==> config.mk <==
export PLATFORM = sky130hd
export DESIGN_NAME = prt_riscv_irq_ctl_flat
export DESIGN_NICKNAME = d
export VERILOG_FILES = /design/src/rtl/prt_riscv_irq_ctl_if.sv /design/src/rtl/prt_riscv_irq_ctl.sv /design/src/flat_wrapper.sv
export SDC_FILE = /design/constraint.sdc
export NUM_CORES = 1
export LEC_CHECK = 0
export ABC_AREA = 1
export CAP_MARGIN = 0
export CORE_MARGIN = 1.5
export CORE_UTILIZATION = 42
export CTS_CLUSTER_DIAMETER = 60
export CTS_CLUSTER_SIZE = 14
export DETAILED_ROUTE_END_ITERATION = 16
export GPL_ROUTABILITY_DRIVEN = 0
export GPL_TIMING_DRIVEN = 0
export PLACE_DENSITY = 0.75
export SYNTH_ARGS = -nofsm -noshare
export SYNTH_HDL_FRONTEND = slang
export SYNTH_SLANG_ARGS = --single-unit
==> constraint.sdc <==
create_clock -name clk_in -period 1.94 [get_ports clk_in]
set_input_delay 0.485 -clock clk_in [delete_from_list [all_inputs] [get_ports clk_in]]
set_output_delay 0.485 -clock clk_in [all_outputs]
set_load 0.02 [all_outputs]
==> src/rtl/prt_riscv_irq_ctl_if.sv <==
`default_nettype none
// ============================================================================
// Module   : prt_riscv_irq_ctl_if
// Purpose  : Configuration register port and core IRQ handshake bundle of
//            the RISC-V interrupt controller.
// Revision : 1.0  initial release
// ============================================================================
interface prt_riscv_irq_ctl_if;
  // peripheral-bus register port
  logic        cfg_wr_in;
  logic        cfg_rd_in;
  logic [1:0]  cfg_adr_in;
  logic [31:0] cfg_dat_in;
  logic [31:0] cfg_dat_out;
  // core interrupt handshake
  logic        irq_out;
  logic [3:0]  irq_id_out;
  logic        irq_ack_in;
  logic        irq_eoi_in;

  // bus master and core side: drives strobes/ack/eoi, receives requests
  modport master (
    output cfg_wr_in, cfg_rd_in, cfg_adr_in, cfg_dat_in, irq_ack_in, irq_eoi_in,
    input  cfg_dat_out, irq_out, irq_id_out
  );

  // controller side
  modport slave (
    input  cfg_wr_in, cfg_rd_in, cfg_adr_in, cfg_dat_in, irq_ack_in, irq_eoi_in,
    output cfg_dat_out, irq_out, irq_id_out
  );
endinterface
`default_nettype wire

==> src/rtl/prt_riscv_irq_ctl.sv <==
`default_nettype none
// ============================================================================
// Module   : prt_riscv_irq_ctl
// Purpose  : Synchronises, latches, masks and prioritises up to P_SRC
//            interrupt sources and presents one request at a time to the
//            core, with claim (ack) and completion (eoi) handshake.
// Revision : 1.0  initial release
// ============================================================================
module prt_riscv_irq_ctl #(
  parameter int P_SRC  = 8,
  parameter int P_SYNC = 2
) (
  input  wire logic             clk_in,
  input  wire logic             rst_in,
  input  wire logic [P_SRC-1:0] src_in,
  prt_riscv_irq_ctl_if.slave    bus
);

  localparam logic [1:0] c_adr_enable  = 2'd0;
  localparam logic [1:0] c_adr_mode    = 2'd1;
  localparam logic [1:0] c_adr_pending = 2'd2;
  localparam logic [1:0] c_adr_ctrl    = 2'd3;

  typedef enum logic [1:0] {
    ST_IDLE = 2'd0,
    ST_REQ  = 2'd1,
    ST_SERV = 2'd2
  } state_t;

  state_t           r_state;
  logic             r_irq;
  logic [3:0]       r_id;

  logic [P_SRC-1:0] r_sync [P_SYNC];
  logic [P_SRC-1:0] r_s_prev;
  logic [P_SRC-1:0] r_enable;
  logic [P_SRC-1:0] r_mode;
  logic [P_SRC-1:0] r_pend;
  logic             r_gie;
  logic [31:0]      r_rd_dat;

  logic [P_SRC-1:0] w_s;
  logic [P_SRC-1:0] w_rise;
  logic [P_SRC-1:0] w_w1c;
  logic [P_SRC-1:0] w_pend_nxt;
  logic [P_SRC-1:0] w_elig;
  logic             w_any;
  logic [3:0]       w_win_id;
  logic             w_cur_elig;
  logic             w_ack_take;
  logic             w_wr_enable;
  logic             w_wr_mode;
  logic             w_wr_ctrl;
  logic [31:0]      w_rd_data;
  logic             w_unused_dat;

  // Synchroniser chains: one flop per stage for every source line
  always_ff @(posedge clk_in or posedge rst_in) begin
    if (rst_in) begin
      for (int k = 0; k < P_SYNC; k++) r_sync[k] <= '0;
    end else begin
      r_sync[0] <= src_in;
      for (int k = 1; k < P_SYNC; k++) r_sync[k] <= r_sync[k-1];
    end
  end

  assign w_s    = r_sync[P_SYNC-1];
  assign w_rise = w_s & ~r_s_prev;

  // Previous synchronised value, used for rising-edge detection
  always_ff @(posedge clk_in or posedge rst_in) begin
    if (rst_in) r_s_prev <= '0;
    else        r_s_prev <= w_s;
  end

  // Register write decode; W1C only matters for edge sources (see pending)
  assign w_wr_enable = bus.cfg_wr_in && (bus.cfg_adr_in == c_adr_enable);
  assign w_wr_mode   = bus.cfg_wr_in && (bus.cfg_adr_in == c_adr_mode);
  assign w_wr_ctrl   = bus.cfg_wr_in && (bus.cfg_adr_in == c_adr_ctrl);
  assign w_w1c       = (bus.cfg_wr_in && (bus.cfg_adr_in == c_adr_pending)) ?
                       bus.cfg_dat_in[P_SRC-1:0] : '0;
  // Upper data bits and unused CTRL bits are intentionally ignored
  assign w_unused_dat = ^bus.cfg_dat_in;

  // The core claims the presented ID only while a request is outstanding
  assign w_ack_take = (r_state == ST_REQ) && bus.irq_ack_in;

  // Per-source next pending value: edge sources latch, level sources follow s
  generate
    for (genvar i = 0; i < P_SRC; i++) begin : g_pend
      logic w_clr;
      assign w_clr = w_w1c[i] | (w_ack_take && (r_id == 4'(i)));
      // a new edge in the same cycle as a clear keeps the bit set
      assign w_pend_nxt[i] = r_mode[i] ? (w_rise[i] | (r_pend[i] & ~w_clr))
                                       : w_s[i];
    end
  endgenerate

  // Configuration and pending registers
  always_ff @(posedge clk_in or posedge rst_in) begin
    if (rst_in) begin
      r_enable <= '0;
      r_mode   <= '0;
      r_gie    <= 1'b0;
      r_pend   <= '0;
    end else begin
      if (w_wr_enable) r_enable <= bus.cfg_dat_in[P_SRC-1:0];
      if (w_wr_mode)   r_mode   <= bus.cfg_dat_in[P_SRC-1:0];
      if (w_wr_ctrl)   r_gie    <= bus.cfg_dat_in[0];
      r_pend <= w_pend_nxt;
    end
  end

  assign w_elig = r_pend & r_enable & {P_SRC{r_gie}};
  assign w_any  = |w_elig;

  // Fixed priority: lowest index wins; also tracks eligibility of latched ID
  always_comb begin
    w_win_id   = 4'd0;
    w_cur_elig = 1'b0;
    for (int i = P_SRC - 1; i >= 0; i--) begin
      if (w_elig[i]) w_win_id = 4'(i);
    end
    for (int i = 0; i < P_SRC; i++) begin
      if (r_id == 4'(i)) w_cur_elig = w_elig[i];
    end
  end

  // Request/claim/service sequencer with registered IRQ and ID outputs
  always_ff @(posedge clk_in or posedge rst_in) begin
    if (rst_in) begin
      r_state <= ST_IDLE;
      r_irq   <= 1'b0;
      r_id    <= 4'd0;
    end else begin
      case (r_state)
        ST_IDLE: begin
          if (w_any) begin
            r_id    <= w_win_id;
            r_irq   <= 1'b1;
            r_state <= ST_REQ;
          end
        end
        ST_REQ: begin
          // the latched ID is not re-arbitrated while waiting for the claim
          if (bus.irq_ack_in) begin
            r_irq   <= 1'b0;
            r_state <= ST_SERV;
          end else if (!w_cur_elig) begin
            r_irq   <= 1'b0;
            r_state <= ST_IDLE;
          end
        end
        ST_SERV: begin
          r_irq <= 1'b0;
          if (bus.irq_eoi_in) r_state <= ST_IDLE;
        end
        default: begin
          r_irq   <= 1'b0;
          r_state <= ST_IDLE;
        end
      endcase
    end
  end

  // Read-data mux; unimplemented bits read as zero
  always_comb begin
    w_rd_data = 32'd0;
    case (bus.cfg_adr_in)
      c_adr_enable:  w_rd_data[P_SRC-1:0] = r_enable;
      c_adr_mode:    w_rd_data[P_SRC-1:0] = r_mode;
      c_adr_pending: w_rd_data[P_SRC-1:0] = r_pend;
      c_adr_ctrl: begin
        w_rd_data[0]   = r_gie;
        w_rd_data[1]   = (r_state != ST_IDLE);
        w_rd_data[7:4] = r_id;
      end
      default: w_rd_data = 32'd0;
    endcase
  end

  // Read data is registered and held until the next read strobe
  always_ff @(posedge clk_in or posedge rst_in) begin
    if (rst_in)              r_rd_dat <= 32'd0;
    else if (bus.cfg_rd_in)  r_rd_dat <= w_rd_data;
  end

  assign bus.cfg_dat_out = r_rd_dat;
  assign bus.irq_out     = r_irq;
  assign bus.irq_id_out  = r_id;

endmodule
`default_nettype wire

==> src/flat_wrapper.sv <==
// flat-port wrapper written by rule: the top's interface ports become plain ports
module prt_riscv_irq_ctl_flat 
#(
  parameter int P_SRC  = 8,
  parameter int P_SYNC = 2
)
  (clk_in, rst_in, src_in, bus_cfg_wr_in, bus_cfg_rd_in, bus_cfg_adr_in, bus_cfg_dat_in, bus_irq_ack_in, bus_irq_eoi_in, bus_cfg_dat_out, bus_irq_out, bus_irq_id_out);
  prt_riscv_irq_ctl_if bus_i ();
  input  wire logic clk_in;
  input  wire logic rst_in;
  input  wire logic [P_SRC-1:0] src_in;
  input wire logic [$bits(bus_i.cfg_wr_in)-1:0] bus_cfg_wr_in;
  input wire logic [$bits(bus_i.cfg_rd_in)-1:0] bus_cfg_rd_in;
  input wire logic [$bits(bus_i.cfg_adr_in)-1:0] bus_cfg_adr_in;
  input wire logic [$bits(bus_i.cfg_dat_in)-1:0] bus_cfg_dat_in;
  input wire logic [$bits(bus_i.irq_ack_in)-1:0] bus_irq_ack_in;
  input wire logic [$bits(bus_i.irq_eoi_in)-1:0] bus_irq_eoi_in;
  output wire logic [$bits(bus_i.cfg_dat_out)-1:0] bus_cfg_dat_out;
  output wire logic [$bits(bus_i.irq_out)-1:0] bus_irq_out;
  output wire logic [$bits(bus_i.irq_id_out)-1:0] bus_irq_id_out;
  assign bus_i.cfg_wr_in = bus_cfg_wr_in;
  assign bus_i.cfg_rd_in = bus_cfg_rd_in;
  assign bus_i.cfg_adr_in = bus_cfg_adr_in;
  assign bus_i.cfg_dat_in = bus_cfg_dat_in;
  assign bus_i.irq_ack_in = bus_irq_ack_in;
  assign bus_i.irq_eoi_in = bus_irq_eoi_in;
  assign bus_cfg_dat_out = bus_i.cfg_dat_out;
  assign bus_irq_out = bus_i.irq_out;
  assign bus_irq_id_out = bus_i.irq_id_out;
  prt_riscv_irq_ctl #(.P_SRC(P_SRC), .P_SYNC(P_SYNC)) u_core (.clk_in(clk_in), .rst_in(rst_in), .src_in(src_in), .bus(bus_i));
endmodule
==> results.md <==
* Setup TNS Final at 0 ps
* TritonCTS buffer count at 9
* Post-synth EDFFs at 0
* # diodes at 0
* Layout Utilization at 55.7%
* Worst Hold End: u_core.w_s[0]$_DFF_PP0_
* Post-CTS Hold Fix Bufs at 0
* Pin count of the biggest net entering global routing at 64
* Initial Utilization at 43.5%
* WP data arrival at 2010 ps
* Psw at 1.21 mW
* Crit path max fanout at 10
* Path depth of the worst reg2reg path at 10
* Global-route usage over all layers at 18.1%
* DR vias/cell at 4.94
* Yosys warns at 0
* Total length of routed wires at 5.89 mm
* Final instance area at 0.00356 mm²
* Crit share post-route at 92.5%
* RSZ-0062 raised after global routing: no
* CTS Buffer Depth at 2
* Sequential-to-total area share from yosys stat at 56.7%
* Avg Inst Size Synth at 9.24 µm²
* CP cell instances: clkdlybuf4s50_1 > nor2_2 > nand2_4 > buf_6 > nand2_1 > o21ai_0
* Placed Area at 0.00332 mm²
* Nets@finish at 420
* Critical Path Sink Type: flip-flop
* Post-Syn Area at 0.00278 mm²
* CP peak stage delay at 580 ps
* Layout area overhead at 27.9%
* Critical R2R Capture: u_core.bus.irq_out$_DFFE_PP0P_
* Status: complete, no violations
* FFs w/ async S/R, synth at 100%
* Crit start category: input pin
* Core Region at 0.00639 mm²
* R2r setup slk at 530 ps
* Min-delay src: u_core.r_sync[8]$_DFF_PP0_
* Post-route DRC at 0
* Hold WC Path Type: reg -> reg
* Global-route wire length before repair at 9.97 mm
* Reg power frac at 44.8%
* Detail Route Antenna Nets at 0
* Final clock skew at 4.02 ps
* Die height at 84.4 µm
* Sw Share at 31.9%
* R2r startpoint: u_core.bus.irq_id_out[0]$_DFFE_PP0P_
* Synth cell types at 28
* Part of the power in the clock network at 31.5%
* VDD IR-drop max at 0.789 mV
* Port-buffer cells at 35
* Crit path max-delay cell type: clkdlybuf4s50_1
* Clk_lat worst skew at 340 ps
* Final Setup Violations at 0
* H-tree Lvls at 3
* Die W at 84.4 µm
* Max Slew Vio Count at 0
* Vias post-DR at 2244
* Yosys reg bits at 63
* Final min period at 1790 ps
* Boundary pin count at 85
* Worst hold stages at 0
* Dpl hpwl at 4.24 mm
* Row Count at 29
* TritonRoute pass-1 iters at 5
* Power density of the placed cells at 1060 mW/mm²
* P_leak at 1.72 nW
* TritonCTS clock tree: done
* Die footprint at 0.00712 mm²
* P_int at 2.57 mW
* Wire per inst at 13.0 µm
* Syn Inst Count at 301
* Setup repair bufs after CTS at 0
* Comb power frac at 23.7%
* Max Cap Violations at 0
* Timing-limited maximum frequency at 557 MHz
* Worst EP required at 2160 ps
* Sink Count at 63
* Slew of the pin with the lowest slew margin at 509 ps
* Initial antenna violation count at 0
* Slew margin rel. at 66.0%
* Setup CP Type: in -> reg
* Layout cell share with drive strength beyond 1 at 14.6%
* CTS clk-pin slew, worst paths at 70 ps
* Vias in the first global route at 2074
* Worst Setup SP: bus_cfg_adr_in[0]
* Total grt overflow at 0
* Final number of hold-violating endpoints at 0
* DRT iter0 DRCs at 223
* Top_reg_cell synth: dfrtp_1
* CTS root buffer: clkbuf_8
-- cells by family after synthesis --
group	Yosys count	synth area share, %
other	1	0.135
buffers and inverters	51	11.1
and+or+nand+nor	127	19.5
DFF	63	56.7
AOI/OAI and AO/OA	59	12.6
-- power by group through the flow --
stage,clock [mW],combinational [mW],sequential [mW]
after floorplan,0,0.525,1.75
after global placement,0,0.885,1.70
after detailed placement,0,0.906,1.71
after CTS,1.22,0.891,1.69
after global routing,1.28,1.01,1.72
final,1.19,0.896,1.69
-- timing repair --
action	in CTS	in global routing
setup endpoints to repair	3	6
gates resized for setup	3	1
endpoints found under the hold margin	0	0
-- worst max-delay path, delay by kind of cell --
family,cells,cell delay [ps]
simple gates,3,690
buf+inv,2,760
compound gates,1,70
-- synthesized netlist by cell type (2+ instances only) --
cell type	number	share of area (%)
a21oi_1	3	0.54
a221oi_1	4	1.3
a31oi_1	2	0.45
buf_4	25	6.8
buf_6	3	1.2
dfrtp_1	63	57
inv_1	20	2.7
inv_2	2	0.27
nand2_1	77	10
nand2_4	2	0.81
nand3_1	20	3.6
nor2_1	21	2.8
o211ai_1	7	1.9
o21ai_0	36	6.5
o31ai_1	3	0.81
-- stage by stage --
step	hold slack [ps]	instances	total power [mW]	setup slack, ps
global placement	333	437	2.59	-160
floorplan	331	325	2.28	609
finish	348	454	3.78	146
CTS	350	453	3.80	126
detailed placement	335	437	2.62	-225
global route	356	454	4.01	92.1
-- registers in the layout, indices dropped and copies added, names as in the netlist --
name / count
u_core.bus.cfg_dat_out: 8
u_core.r_enable: 8
u_core.r_mode: 8
u_core.r_pend: 8
u_core.r_s_prev: 8
u_core.r_sync: 8
u_core.w_s: 8
u_core.bus.irq_id_out: 3
u_core.r_state: 2
u_core.bus.irq_out: 1
u_core.r_gie: 1
-- layer usage --
layer,share of wire [%],global-route usage (%)
met5,0,0
met4,1.6,6.74
met1,43,23.7
met2,47,28.6
met3,8.5,5.51
-- cells in the final DEF (no fill, tap or decap) --
| master | count |
|---|---|
| a211oi_1 | 1 |
| nor2_1 | 21 |
| o32a_1 | 1 |
| o31ai_1 | 3 |
| nand2_2 | 2 |
| clkdlybuf4s50_1 | 32 |
| nand2_4 | 2 |
| a41oi_1 | 1 |
| buf_4 | 25 |
| a221oi_1 | 4 |
| nand2_1 | 76 |
| or2_0 | 1 |
| nor2_2 | 1 |
| buf_6 | 3 |
| inv_2 | 2 |
| o22ai_1 | 1 |
| a31oi_1 | 2 |
| or2_1 | 1 |
| bufinv_16 | 1 |
| inv_1 | 19 |
| nand3_1 | 20 |
| conb_1 | 25 |
| nor3_1 | 1 |
| dfrtp_1 | 63 |
| clkbuf_8 | 12 |
| nand3_2 | 1 |
| o21ai_0 | 36 |
| clkinvlp_4 | 4 |
| clkbuf_1 | 1 |
| nor2_4 | 1 |
| dlygate4sd2_1 | 3 |
| a21oi_1 | 3 |
| buf_12 | 1 |
| o211ai_1 | 7 |
-- cell type report --
cell class	count	area (µm²)
clock buffers	12	165
multi-input cells	211	988
flip-flops and latches	63	1580
repair buffers	36	367
inverters	22	86.3
fillers	593	2830
well taps	77	96.3
clock inverters	4	52.6
plain buffers	29	225
-- how the worst max path moves through the flow --
stage,cells after the start,to,slack (ps)
floorplan,11,u_core.bus.irq_out$_DFFE_PP0P_,610
global placement,6,u_core.r_pend[0]$_DFF_PP0_,-160
detailed placement,6,u_core.r_pend[3]$_DFF_PP0_,-220
CTS,6,u_core.r_pend[3]$_DFF_PP0_,130
global route,5,u_core.r_enable[7]$_DFFE_PP0P_,90
finish,6,u_core.r_enable[1]$_DFFE_PP0P_,150
No activity file was read; power rests on OpenSTA's default activity.
